<file path="config.mk">
export PLATFORM = sky130hd
export DESIGN_NAME = orao_boot_sequencer
export DESIGN_NICKNAME = d
export VERILOG_FILES = /design/src/rtl/orao_boot_pkg.sv /design/src/rtl/orao_tick_div.sv /design/src/rtl/orao_boot_sequencer.sv
export SDC_FILE = /design/constraint.sdc
export NUM_CORES = 1
export LEC_CHECK = 0
export ABC_CLOCK_PERIOD_IN_PS = 6300
export CAP_MARGIN = 20
export CELL_PAD_IN_SITES_DETAIL_PLACEMENT = 0
export CELL_PAD_IN_SITES_GLOBAL_PLACEMENT = 1
export CORE_MARGIN = 2
export CORE_UTILIZATION = 49
export CTS_CLUSTER_DIAMETER = 80
export CTS_CLUSTER_SIZE = 24
export DETAILED_ROUTE_END_ITERATION = 16
export PLACE_DENSITY_LB_ADDON = 0.08
export SLEW_MARGIN = 20
export SYNTH_ARGS = -nofsm -noshare
export SYNTH_HDL_FRONTEND = slang
export SYNTH_SLANG_ARGS = --single-unit
</file>
<file path="constraint.sdc">
create_clock -name clk -period 6.3 [get_ports clk]
set_clock_uncertainty 0.05 [all_clocks]
set_input_delay 1.575 -clock clk [delete_from_list [all_inputs] [get_ports clk]]
set_output_delay 1.575 -clock clk [all_outputs]
set_load 0.005 [all_outputs]
</file>
<file path="src/rtl/orao_boot_pkg.sv">
// Shared definitions for the Orao power-on boot sequencer: key actions, the
// fixed 12-step table and helpers that map a step index to its action/length.
package orao_boot_pkg;

    typedef enum logic [2:0] {
        ACT_RST   = 3'd0,
        ACT_IDLE  = 3'd1,
        ACT_B     = 3'd2,
        ACT_C     = 3'd3,
        ACT_ENTER = 3'd4
    } action_e;

    localparam int unsigned STEP_COUNT = 12;
    localparam logic [3:0]  STEP_DONE  = 4'd12;
    localparam logic [3:0]  STEP_LAST  = 4'd11;

    function automatic int unsigned clamp_len(input int unsigned len);
        return (len == 0) ? 1 : len;
    endfunction

    function automatic int unsigned max_u(input int unsigned a, input int unsigned b);
        return (a > b) ? a : b;
    endfunction

    function automatic action_e step_action(input logic [3:0] s);
        action_e act;
        case (s)
            4'd0:                    act = ACT_RST;
            4'd2:                    act = ACT_B;
            4'd4:                    act = ACT_C;
            4'd6, 4'd8, 4'd10:       act = ACT_ENTER;
            default:                 act = ACT_IDLE;
        endcase
        return act;
    endfunction

    // Length in ticks; anything outside the table (DONE) reports 1 so compares stay sane.
    function automatic int unsigned step_len(input logic [3:0] s,
                                             input int unsigned reset_len,
                                             input int unsigned settle_len,
                                             input int unsigned press_len,
                                             input int unsigned gap_len);
        int unsigned len;
        case (s)
            4'd0:                           len = reset_len;
            4'd1:                           len = settle_len;
            4'd2, 4'd4, 4'd6, 4'd8, 4'd10:  len = press_len;
            4'd3, 4'd5, 4'd7, 4'd9, 4'd11:  len = gap_len;
            default:                        len = 1;
        endcase
        return clamp_len(len);
    endfunction

endpackage

</file>
<file path="src/rtl/orao_tick_div.sv">
// Prescaler: counts 0..TICK_CYCLES-1 and flags the wrap cycle. clr restarts the
// count so the next tick lands exactly TICK_CYCLES cycles later.
module orao_tick_div #(
    parameter int unsigned TICK_CYCLES = 25000
) (
    input  logic clk,
    input  logic rst_n,
    input  logic clr,
    output logic tick
);

    localparam int unsigned TC = (TICK_CYCLES == 0) ? 1 : TICK_CYCLES;
    localparam int          CW = (TC > 1) ? $clog2(TC) : 1;

    logic [CW-1:0] cnt_q, cnt_d;

    always_comb begin
        tick  = (cnt_q == CW'(TC - 1));
        cnt_d = cnt_q + CW'(1);
        if (clr || tick) begin
            cnt_d = '0;
        end
    end

    always_ff @(posedge clk or negedge rst_n) begin
        if (!rst_n) begin
            cnt_q <= '0;
        end else begin
            cnt_q <= cnt_d;
        end
    end

endmodule

</file>
<file path="src/rtl/orao_boot_sequencer.sv">
// Timed power-on stimulus for the Orao core: hold reset, settle, type B, C and
// ENTER x3, then idle in DONE until restart. Outputs are decoded from next state.
module orao_boot_sequencer
    import orao_boot_pkg::*;
#(
    parameter int unsigned clk_mhz      = 25,
    parameter int unsigned tick_cycles  = clk_mhz * 1000,
    parameter int unsigned reset_ticks  = 300,
    parameter int unsigned settle_ticks = 500,
    parameter int unsigned press_ticks  = 100,
    parameter int unsigned gap_ticks    = 200
) (
    input  logic       clk,
    input  logic       n_reset,
    input  logic       restart,
    input  logic       skip,
    output logic       cpu_n_reset,
    output logic       key_b,
    output logic       key_c,
    output logic       key_enter,
    output logic       busy,
    output logic [3:0] step
);

    localparam int unsigned RST_L = clamp_len(reset_ticks);
    localparam int unsigned SET_L = clamp_len(settle_ticks);
    localparam int unsigned PRS_L = clamp_len(press_ticks);
    localparam int unsigned GAP_L = clamp_len(gap_ticks);
    localparam int unsigned MAX_L = max_u(max_u(RST_L, SET_L), max_u(PRS_L, GAP_L));
    localparam int          TW    = (MAX_L > 1) ? $clog2(MAX_L + 1) : 1;

    localparam logic [0:0] ST_RUN  = 1'b0;
    localparam logic [0:0] ST_DONE = 1'b1;

    logic [0:0]    state_q, state_d;
    logic [3:0]    step_q, step_d;
    logic [TW-1:0] tcnt_q, tcnt_d;
    logic          cpu_n_reset_q, cpu_n_reset_d;
    logic          key_b_q, key_b_d;
    logic          key_c_q, key_c_d;
    logic          key_enter_q, key_enter_d;
    logic          busy_q, busy_d;
    logic          tick;
    logic          div_clr;
    logic          last_tick;
    int unsigned   cur_len;
    action_e       nxt_act;

    orao_tick_div #(
        .TICK_CYCLES(tick_cycles)
    ) u_tick_div (
        .clk  (clk),
        .rst_n(n_reset),
        .clr  (div_clr),
        .tick (tick)
    );

    always_comb begin
        state_d   = state_q;
        step_d    = step_q;
        tcnt_d    = tcnt_q;
        div_clr   = 1'b0;
        cur_len   = step_len(step_q, RST_L, SET_L, PRS_L, GAP_L);
        last_tick = tick && (tcnt_q == TW'(cur_len - 1));

        // restart outranks skip and works from any state
        if (restart) begin
            state_d = ST_RUN;
            step_d  = '0;
            tcnt_d  = '0;
            div_clr = 1'b1;
        end else if (state_q == ST_RUN) begin
            if (skip) begin
                state_d = ST_DONE;
                step_d  = STEP_DONE;
                tcnt_d  = '0;
                div_clr = 1'b1;
            end else if (last_tick) begin
                tcnt_d  = '0;
                div_clr = 1'b1;
                if (step_q == STEP_LAST) begin
                    state_d = ST_DONE;
                    step_d  = STEP_DONE;
                end else begin
                    step_d = step_q + 4'd1;
                end
            end else if (tick) begin
                tcnt_d = tcnt_q + TW'(1);
            end
        end

        // Decode from the next step so outputs change on the same edge as step
        nxt_act       = step_action(step_d);
        cpu_n_reset_d = 1'b1;
        key_b_d       = 1'b0;
        key_c_d       = 1'b0;
        key_enter_d   = 1'b0;
        busy_d        = 1'b0;
        if (state_d == ST_RUN) begin
            busy_d        = 1'b1;
            cpu_n_reset_d = (nxt_act != ACT_RST);
            key_b_d       = (nxt_act == ACT_B);
            key_c_d       = (nxt_act == ACT_C);
            key_enter_d   = (nxt_act == ACT_ENTER);
        end
    end

    always_ff @(posedge clk or negedge n_reset) begin
        if (!n_reset) begin
            state_q       <= ST_RUN;
            step_q        <= '0;
            tcnt_q        <= '0;
            cpu_n_reset_q <= 1'b0;
            key_b_q       <= 1'b0;
            key_c_q       <= 1'b0;
            key_enter_q   <= 1'b0;
            busy_q        <= 1'b1;
        end else begin
            state_q       <= state_d;
            step_q        <= step_d;
            tcnt_q        <= tcnt_d;
            cpu_n_reset_q <= cpu_n_reset_d;
            key_b_q       <= key_b_d;
            key_c_q       <= key_c_d;
            key_enter_q   <= key_enter_d;
            busy_q        <= busy_d;
        end
    end

    assign cpu_n_reset = cpu_n_reset_q;
    assign key_b       = key_b_q;
    assign key_c       = key_c_q;
    assign key_enter   = key_enter_q;
    assign busy        = busy_q;
    assign step        = step_q;

endmodule
</file>
==> flow_summary_export.csv <==
group,metric,value,unit
sta,fin_crit_sh,56.03,%
detailed_routing,drt_pass1_iterations,4,
floorplan,die_area,4876,sq um
sta,fin_crit,3.530,ns
power,power_density,182.4,nW/um^2
global_routing,grt_max_degree,35,
finish,final_core_util,57.62,%
synth,synth_area,2123,sq um
synth,ys.flop_type,"dfrtp_1",
global_routing,antenna_found_initial,0,
cts,cts_root_buf,"clkbuf_8",
detailed_routing,wirelength,4379,um
finish,antennaDiodeCount,0,
critical_path,crit_chain,"inv_1, ha_1, or4_1, a21oi_1, o32a_1, nor4b_4, mux2i_1, o21ai_1, o31ai_2",
finish,syn2layout_area_growth,10.90,%
cts,cts_tree,"yes",
synth,synth_top_area_share,38.89,%
sta,max_freq,0.2833,GHz
power,totalPowerFinal,0.4296,mW
min_path,min_path_type,"reg -> reg",
finish,final_layout_size_suffix_gt1_share,6.148,%
synth,synth.most_common_cell,"nor2_1",
sta,setup_tns,0,ns
critical_path,critPathCaptureType,"flop",
floorplan,die_y,69.83,um
place,dp_cells,286,
critical_path,path_max_fanout,18,
synth,yosys-top-cells-count,"41 x nor2_1, 33 x dfrtp_1, 19 x nand2_1",
global_routing,grt_use_total,19.76,%
synth,avgSynthCellArea,9.152,sq um
cts,ctsHtreeMaxLevel,2,
floorplan,fp.dieW,69.83,um
synth,synth_compound_area_share,10.72,%
job,maxCapViolCount,0,
synth,yosys.area.top_type,"dfrtp_1",
place,hpwlAfterDp,3160,um
critical_path,path_buf_inv,1,
detailed_routing,drtIter0Drc,99,
critical_path,crit_type,"reg -> reg",
place,portBuffers,12,
sta,relSlewSlack,59.13,%
global_routing,first_global_vias,1711,
synth,synth_top_family_by_area,"simple AND/OR/NAND/NOR gates",
floorplan,start_util,51.96,%
cts,clockBufferDepth,2,
cts,cts-buffers-inserted,5,
run_status,status,"finished, final reports clean",
cts,cts_hold_repair.buffers,0,
synth,synthXorXnorAreaFrac,10.31,%
finish,final_nets,253,
place,pre_cts_ws,2.532,ns
power,p_leak,0.9424,nW
cts,cts.sinks,34,
synth,synthSimpleGateAreaFrac,29.64,%
sta,rsz0062_at_grt,"no",
synth,syn_nets,242,
global_routing,grt_pass1_wl,7734,um
sta,slew_viol_final,0,
detailed_routing,avgViaCountPerCell,5.721,
synth,synth_cell_types,54,
synth,synth_cells,232,
sta,hold_violations,0,
cts,ctsResizeCount,0,
detailed_routing,vias,1682,
critical_path,slowest_stage,"dfrtp_1",
floorplan,pin_count,13,
cts,worstSkewPairLatency,0.28,ns
detailed_routing,wl_per_cell,14.89,um
synth,yosysWarningCount,0,
synth,ys_ff_latch,34,
cts,cts_setup_buffers,0,
sta,setup_viol,0,
detailed_routing,drtAntennaViolNets,0,
critical_path,start_kind,"flop",
detailed_routing,drcViolationCount,0,
place,gp_congestion,0.8402,
sta,worstMarginPinSlew,0.6086,ns
floorplan,core-area,4086,sq um
sta,setup_ws,2.770,ns
floorplan,row_count,23,
global_routing,overflow,0,
synth,synthAdderAreaFrac,3.536,%
synth,synth.area.mux_share,2.593,%
finish,instances_no_fill,294,
synth,ys_seq_area_share,40.13,%
synth,synth-edff-count,0,
power,irDropWorstVdd,0.1228,mV
cts,clkTransAtPathRegs,0.07,ns
critical_path,path_delay_family,"simple AND/OR/NAND/NOR gates",
critical_path,cp_data_required_time,6.45,ns
critical_path,critPathArrivalTime,3.68,ns
synth,synth_area_leaders,"dfrtp_1 39%, nor2_1 7.2%, xor2_1 5.4%, xnor2_1 4.9%, ha_1 3.5%",
critical_path,slowest_delay,0.68,ns
synth,synth-async-reset-ratio,100.0,%
[cell families after synthesis]
kind of cell / Yosys count
AND/OR/NAND/NOR: 117
multiplexers: 5
flip-flops: 34
AO/OA/AOI/OAI: 29
buffers and inverters: 16
adder cells (fa/ha/maj): 6
XOR/XNOR: 25
[layout make-up]
cell class	count	area [sq um]
fill	384	1732
sequential	34	852.1
timing repair buffer	13	127.6
inverter	7	26.28
clock buffer	8	80.08
tap	50	62.56
multi-input combinational	182	1206
[worst paths after layout]
check | start | to | slack [ns] | cells after the start
setup / recovery | step[0] | key_enter | 2.77 | 9
hold / removal | u_tick_div.cnt_q[0] | u_tick_div.cnt_q[0] | 0.44 | 1
setup reg to reg | step[0] | key_enter | 2.77 | 9
hold reg to reg | u_tick_div.cnt_q[0] | u_tick_div.cnt_q[0] | 0.44 | 1
max in group asynchronous | n_reset | busy | 4.20 | 2
min in group asynchronous | n_reset | tcnt_q[8] | 1.65 | 2
[where the power goes]
part / internal (mW) / switching, mW / total [mW]
Clock: 0.0784 / 0.0740 / 0.152
Sequential: 0.223 / 0.00727 / 0.230
Combinational: 0.0201 / 0.0267 / 0.0468
[sequential cells by signal, summed over array words and instances (netlist names)]
| name | cells |
|---|---|
| step | 4 |
| tcnt_q | 9 |
| key_c | 1 |
| key_b | 1 |
| key_enter | 1 |
| busy | 1 |
| cpu_n_reset | 1 |
| state_q | 1 |
| u_tick_div.cnt_q | 15 |
[routing by layer]
metal / global-route usage (%) / wire length [um] / part of all wire (%) / vias up
li1: - / - / - / 835
met5: 0 / 0 / 0 / -
met3: 4.651 / 165 / 3.8 / 12
met1: 25.12 / 2075 / 47 / 797
met4: 9.402 / 115 / 2.6 / 0
met2: 31.64 / 2023 / 46 / 38
[layout by cell type (no fill, tap or decap), types with 4 or more instances in the layout]
cell	n
nor2_1	41
dfrtp_1	33
nand2_1	19
xor2_1	13
xnor2_1	12
clkdlybuf4s50_1	12
nand3_1	10
inv_1	7
nand4_1	6
nor3_1	6
ha_1	6
clkbuf_8	5
mux2i_1	4
a21oi_1	4
nor4bb_1	4
and2_1	4
o21ai_0	4
[through the flow]
| step | hold WS, ns | area [sq um] |
|---|---|---|
| detailed placement | 0.4343 | 2275 |
| floorplan | 0.4049 | 2123 |
| global route | 0.4542 | 2355 |
| finish | 0.4435 | 2355 |
| global placement | 0.4221 | 2275 |
| CTS | 0.4432 | 2355 |
[worst reg2reg max path, cell delays in order, from the launching register on]
cell and delay (ns):
dfrtp_1 0.68, inv_1 0.16, ha_1 0.41, or4_1 0.49
a21oi_1 0.15, o32a_1 0.26, nor4b_4 0.51, mux2i_1 0.40
o21ai_1 0.15, o31ai_2 0.19
(Power assumes the default switching activity.)
